**config.mk**
```make
export PLATFORM = sky130hd
export DESIGN_NAME = max10_sync_responder
export DESIGN_NICKNAME = d
export VERILOG_FILES = /design/src/rtl/max10_link_pkg.sv /design/src/rtl/sync_edge_detect.sv /design/src/rtl/max10_sync_responder.sv
export SDC_FILE = /design/constraint.sdc
export NUM_CORES = 1
export LEC_CHECK = 0
export ABC_AREA = 0
export ABC_CLOCK_PERIOD_IN_PS = 4480
export BUFFER_PORTS_ARGS = -buffer_cell sky130_fd_sc_hd__buf_4
export CAP_MARGIN = 20
export CORE_MARGIN = 4
export CORE_UTILIZATION = 60
export DETAILED_ROUTE_END_ITERATION = 8
export MAX_ROUTING_LAYER = met4
export PLACE_DENSITY = 0.85
export SYNTH_ARGS = -nofsm -noshare
export SYNTH_HDL_FRONTEND = slang
export SYNTH_SLANG_ARGS = --single-unit
```
**constraint.sdc**
```tcl
create_clock -name clk -period 4.48 [get_ports clk]
set_clock_uncertainty 0.05 [all_clocks]
set_input_delay 0.224 -clock clk [delete_from_list [all_inputs] [get_ports clk]]
set_output_delay 0.224 -clock clk [all_outputs]
set_load 0.005 [all_outputs]
```
**src/rtl/max10_link_pkg.sv**
```systemverilog
// Shared constants and types for the MAX10 sync/tx status link.
// Used by the device-side responder and by the host reset-button poller.
package max10_link_pkg;

   localparam int FRAME_BITS_DEF  = 64;
   localparam int GAP_CYCLES_DEF  = 16;
   localparam int SYNC_STAGES_DEF = 2;

   // Host pacing in clk cycles; the low phase must cover the
   // synchronizer plus the tx update before the host samples.
   localparam int SYNC_HIGH_CLKS  = 2;
   localparam int SYNC_LOW_CLKS   = 4;
   localparam int HOST_GAP_CLKS   = 64;

   localparam int RESET_BIT_INDEX = 48;

   typedef enum logic [1:0] {
      ST_HUNT,
      ST_ARMED,
      ST_SHIFT,
      ST_DONE
   } link_state_e;

endpackage

```
**src/rtl/sync_edge_detect.sv**
```systemverilog
// Multi-flop synchronizer with registered-level edge strobes.
// Ports: clk, rst_n, d_i (async in), level_o (synced), rise_o, fall_o.
module sync_edge_detect #(
   parameter int STAGES = 2
) (
   input  logic clk,
   input  logic rst_n,
   input  logic d_i,
   output logic level_o,
   output logic rise_o,
   output logic fall_o
);

   logic [STAGES-1:0] sync_q;
   logic              dly_q;

   always_ff @(posedge clk or negedge rst_n) begin
      if (!rst_n) begin
         sync_q <= '0;
         dly_q  <= 1'b0;
      end else begin
         sync_q <= {sync_q[STAGES-2:0], d_i};
         dly_q  <= sync_q[STAGES-1];
      end
   end

   assign level_o = sync_q[STAGES-1];
   assign rise_o  = sync_q[STAGES-1] & ~dly_q;
   assign fall_o  = ~sync_q[STAGES-1] & dly_q;

endmodule

```
**src/rtl/max10_sync_responder.sv**
```systemverilog
// Device end of the MAX10 sync/tx link: returns status serially per sync pulse.
// Ports: clk, rst_n, sync, rx, status in; tx, frame_start, frame_done, overrun, rx_seen out.
module max10_sync_responder
   import max10_link_pkg::*;
#(
   parameter int   FRAME_BITS  = FRAME_BITS_DEF,
   parameter int   GAP_CYCLES  = GAP_CYCLES_DEF,
   parameter int   SYNC_STAGES = SYNC_STAGES_DEF,
   parameter logic IDLE_LEVEL  = 1'b1
) (
   input  logic                  clk,
   input  logic                  rst_n,
   input  logic                  sync,
   input  logic                  rx,
   input  logic [FRAME_BITS-1:0] status,
   output logic                  tx,
   output logic                  frame_start,
   output logic                  frame_done,
   output logic                  overrun,
   output logic                  rx_seen
);

   localparam int IW = $clog2(FRAME_BITS);
   localparam int GW = $clog2(GAP_CYCLES + 1);

   localparam logic [IW-1:0] LAST_IDX = IW'(FRAME_BITS - 1);
   localparam logic [GW-1:0] GAP_SAT  = GW'(GAP_CYCLES);

   logic s_lvl, s_rise, s_fall;
   logic r_lvl, r_rise, r_fall;

   sync_edge_detect #(.STAGES(SYNC_STAGES)) u_sync (
      .clk    (clk),
      .rst_n  (rst_n),
      .d_i    (sync),
      .level_o(s_lvl),
      .rise_o (s_rise),
      .fall_o (s_fall)
   );

   sync_edge_detect #(.STAGES(SYNC_STAGES)) u_rx (
      .clk    (clk),
      .rst_n  (rst_n),
      .d_i    (rx),
      .level_o(r_lvl),
      .rise_o (r_rise),
      .fall_o (r_fall)
   );

   // Any synchronized evidence of rx having been high.
   logic rx_hit;
   assign rx_hit = r_lvl | r_rise | r_fall;

   // Idle-gap counter: saturating run length of low sync samples.
   logic [GW-1:0] gap_q, gap_d;
   logic          gap_sat;

   always_comb begin
      gap_d = gap_q;
      if (s_lvl) begin
         gap_d = '0;
      end else if (gap_q != GAP_SAT) begin
         gap_d = gap_q + GW'(1);
      end
   end

   always_ff @(posedge clk or negedge rst_n) begin
      if (!rst_n) gap_q <= '0;
      else        gap_q <= gap_d;
   end

   assign gap_sat = (gap_q == GAP_SAT);

   link_state_e           state_q;
   logic [FRAME_BITS-1:0] shadow_q;
   logic [IW-1:0]         idx_q;
   logic [IW-1:0]         idx_nxt;
   logic                  tx_q;
   logic                  start_q;
   logic                  done_q;
   logic                  ovr_q;
   logic                  rxs_q;

   assign idx_nxt = idx_q + IW'(1);

   always_ff @(posedge clk or negedge rst_n) begin
      if (!rst_n) begin
         state_q  <= ST_HUNT;
         shadow_q <= '1;
         idx_q    <= '0;
         tx_q     <= IDLE_LEVEL;
         start_q  <= 1'b0;
         done_q   <= 1'b0;
         ovr_q    <= 1'b0;
         rxs_q    <= 1'b0;
      end else begin
         start_q <= 1'b0;
         done_q  <= 1'b0;
         if (rx_hit) rxs_q <= 1'b1;

         // A saturated gap re-arms from every state except ARMED,
         // where it is the normal waiting condition.
         if (gap_sat && state_q != ST_ARMED) begin
            state_q  <= ST_ARMED;
            shadow_q <= status;
            idx_q    <= '0;
            tx_q     <= status[0];
            start_q  <= 1'b1;
         end else begin
            unique case (state_q)
               ST_HUNT: begin
                  tx_q <= IDLE_LEVEL;
               end
               ST_ARMED: begin
                  if (s_rise) state_q <= ST_SHIFT;
               end
               ST_SHIFT: begin
                  if (s_fall) begin
                     if (idx_q == LAST_IDX) begin
                        state_q <= ST_DONE;
                        tx_q    <= IDLE_LEVEL;
                        done_q  <= 1'b1;
                        ovr_q   <= 1'b0;
                     end else begin
                        idx_q <= idx_nxt;
                        tx_q  <= shadow_q[idx_nxt];
                     end
                  end
               end
               ST_DONE: begin
                  tx_q <= IDLE_LEVEL;
                  if (s_rise) begin
                     ovr_q   <= 1'b1;
                     state_q <= ST_HUNT;
                  end
               end
            endcase
         end
      end
   end

   assign tx          = tx_q;
   assign frame_start = start_q;
   assign frame_done  = done_q;
   assign overrun     = ovr_q;
   assign rx_seen     = rxs_q;

endmodule
```
==> results.md <==
* Outcome: finished clean
* Transition time of the tightest slew-check pin at 0.932 ns
* Part of the cycle the worst path needs at ~59%
* Sequential area share after synthesis at between 50% and 60%
* Seq. cell area at 2280 um2
* Maximum number of pins on one net before global-route repair at between 80 and 90
* Area occupied by multi-input gates at between 1500 and 2000 um2
* Power density relative to cell area at 292 nW/um2
* Count of mapped cells out of synthesis at 290
* Yosys warnings at 0
* Residual DRC count at 0
* Post-route setup TNS at 0 ns
* Core area at 6830 um2
* Post-DP HPWL at 5410 um
* Clock sink count at 88
* Number of maximum-capacitance constraint violations at 0
* Number of distinct library cells after synthesis at 44
* Highest net fanout along the worst path at 77
* Crit path launch: gap_q[0]
* Layout area overhead at 19.6%
* Routability Congestion at around 0.80
* Fraction of met3 tracks used by global routing at 3.45%
* Initial cell density of the core at 62.3%
* Synthesis-stage register bit count at 88
* Hold Path Class: in2reg
* DRC violation total after the first TritonRoute iteration at 102
* Placed standard-cell area at 4830 um2
* Via count of the first global-routing pass at 2761
* Standard-cell rows at 30
* Time the final worst path needs with I/O delays and setup at 2.66 ns
* Hold Path Origin: status[20]
* Max-slew violation total from the final report at 0
* Final-report setup violation count at 0
* Leak Pwr at roughly 0.0023 uW
* Total wire length at a little under 8000 um
* Post-CTS resize count at 0
* Clk pin slew, worst setup/hold paths at 0.09 ns
* CTS Buffer Depth at 2
* CTS buffer count at 9
* DIE AREA at 8500 um2
* Post-Syn Area per Cell at 14.7 um2
* Filler cells at between 400 and 500
* WP data required at 4.71 ns
* Net count after synthesis at 364
* Final cell area excluding filler cells at a little over 5000 um2
* Number of antenna violations at the first check in global routing at 0
* Global routing usage on met2 at approximately a third
* Via total after detailed routing at 2571
* Die extent in y at 92.2 um
* Via/cell ratio at approximately 5.6
* Minimum setup slack after placement at roughly 1.8 ns
* Clock root buffer master: clkbuf_8
* Source-to-sink clock delay at the later pin of the worst-skew pair at between 0.3 and 0.4 ns
* Start of the worst register-to-register path: gap_q[0]
* CTS HTree Levels at 3
* Die width at 92.2 um
* Mapped Area at 4260 um2
* Endpoint arrival time on the critical path at 2.90 ns
* Per-cell routed wire length at between 15 and 20 um
* I/O Buffers at between 70 and 80
* Final antenna diode count at 0
* GRT overflow at 0
* CP endpoint kind: flip-flop
* Number of nets in the finished design at ~440
* Worst vdd rail ir drop at roughly 0.22 mV
* Number of detailed-routing iterations run before antenna repair at 4
* GRT Resource Usage Total at 20.6%
* M1 GR Usage at between 20% and 30%
* Max Clk Rate at 375 MHz
* RSZ-0062 raised after global routing: no
* Hold Vio Cnt, Final at 0
* Layer with the highest usage: met2
* Clock tree from TritonCTS: built
* Max-slew headroom at 37.9%
* Number of ports placed on the die boundary at 73
* Worst Path Class, Setup: reg2reg
* First-pass GRT wire length at ~13000 um
* Final worst-path setup slack at ~1.8 ns
* Sort of element at the start of the critical path: flip-flop
* ANT nets after route at 0
* Share of post-route cells with drive strength above 1 at 55.9%
## path summary, 6_finish.rpt
kind,to,slack (ns),cells past startpoint
setup reg to reg,tx,1.82,10
max in group asynchronous,tx,3.44,3
hold / removal,shadow_q[20],0.03,2
hold reg to reg,u_rx.sync_q[1],0.31,0
min in group asynchronous,u_rx.sync_q[0],0.29,2
setup / recovery,tx,1.82,10
## timing repair
item / in CTS / in global routing
endpoints found under the setup margin: 0 / 0
hold buffers: 2 / 1
buffers inserted: 0 / 0
hold endpoints to repair: 2 / 2
## Yosys cell counts (all sizes together)
cell,instances,area [um2]
xor2,5,62.6
nand2,7,26.3
nand4,1,6.26
nor4bb,1,10.0
a21oi,4,20.0
nand3b,1,7.51
o22ai,2,12.5
mux2,65,732
mux4,17,409
o21a,1,15.0
nor2b,1,6.26
a211oi,3,27.5
o31ai,1,7.51
dfstp,65,1710
nor4,1,6.26
dfrtp,23,576
a22oi,1,7.51
and3,1,6.26
or3,2,13.8
o21ai,9,45.0
nor3,6,41.3
and3b,1,8.76
xnor2,5,43.8
inv,6,22.5
nor2,17,71.3
buf,17,116
a31o,1,8.76
mux2i,9,90.1
clkbuf,1,3.75
and2b,1,8.76
nand3,7,47.6
a31oi,2,12.5
ha,6,75.1
## power breakdown
group | switching, uW | internal, uW
clock network | 288 | 276
logic | 47.4 | 61.9
registers | 7.45 | 805
## cell usage in the layout (no fill, tap or decap), types with 9 or more instances in the layout
master    synthesis  layout
buf_4             5      75
clkbuf_8          0      10
dfrtp_1          23      23
dfstp_2          65      65
mux2_1           37      37
mux2_2           28      28
mux2i_1           9       9
mux4_2           10      10
nor2_1           16      16
## cells by family (layout without fill, tap and decap cells)
kind of cell / after synthesis / count (layout) / share of synthesized area [%]
mux: 91 / 91 / 28.9
buf+inv: 24 / 101 / 3.35
compound gates: 24 / 24 / 3.68
xor+xnor: 10 / 10 / 2.50
simple gates: 47 / 47 / 6.12
flops: 88 / 88 / 53.7
fa+ha+maj: 6 / 6 / 1.76
## layout make-up
cell class | instances | share of cell area (%)
repair buffers | 79 | 12.2
clock inverters | 6 | 1.30
flip-flops and latches | 88 | 44.9
clock buffers | 10 | 2.71
inverters | 6 | 0.443
multi-input cells | 178 | 36.1
well taps | 96 | 2.36
## critical path, stage by stage (launching register included)
cell and delay [ns]:
dfrtp_1 0.41, inv_1 0.10, ha_1 0.14, nor4bb_1 0.31, buf_4 0.21, nor2b_4 0.13
buf_4 0.68, nor2_1 0.14, nand2_1 0.13, a211oi_2 0.05, a31oi_1 0.17
## flip-flops by register name, summed over array words and instances, names as in the netlist, 2 cells and up
signal / cells
u_sync.sync_q: 2
idx_q: 6
state_q: 2
shadow_q: 64
gap_q: 5
u_rx.sync_q: 2
## routing by layer
| layer | vias up | part of all wire, % |
|---|---|---|
| met1 | 1318 | 44 |
| met5 | - | 0 |
| met2 | 47 | 51 |
| met4 | 0 | 1.2 |
| li1 | 1196 | - |
| met3 | 10 | 3.8 |
## per-stage QoR
step	hold WS [ns]	power [uW]	utilization [%]	instances
finish	0.0310	1490	74.5	463
global route	0.0157	1550	74.5	463
CTS	0.0213	1500	73.9	461
detailed placement	0.285	931	70.6	443
global placement	0.284	928	70.6	443
floorplan	-0.122	864	-	290
(Power assumes the default switching activity.)
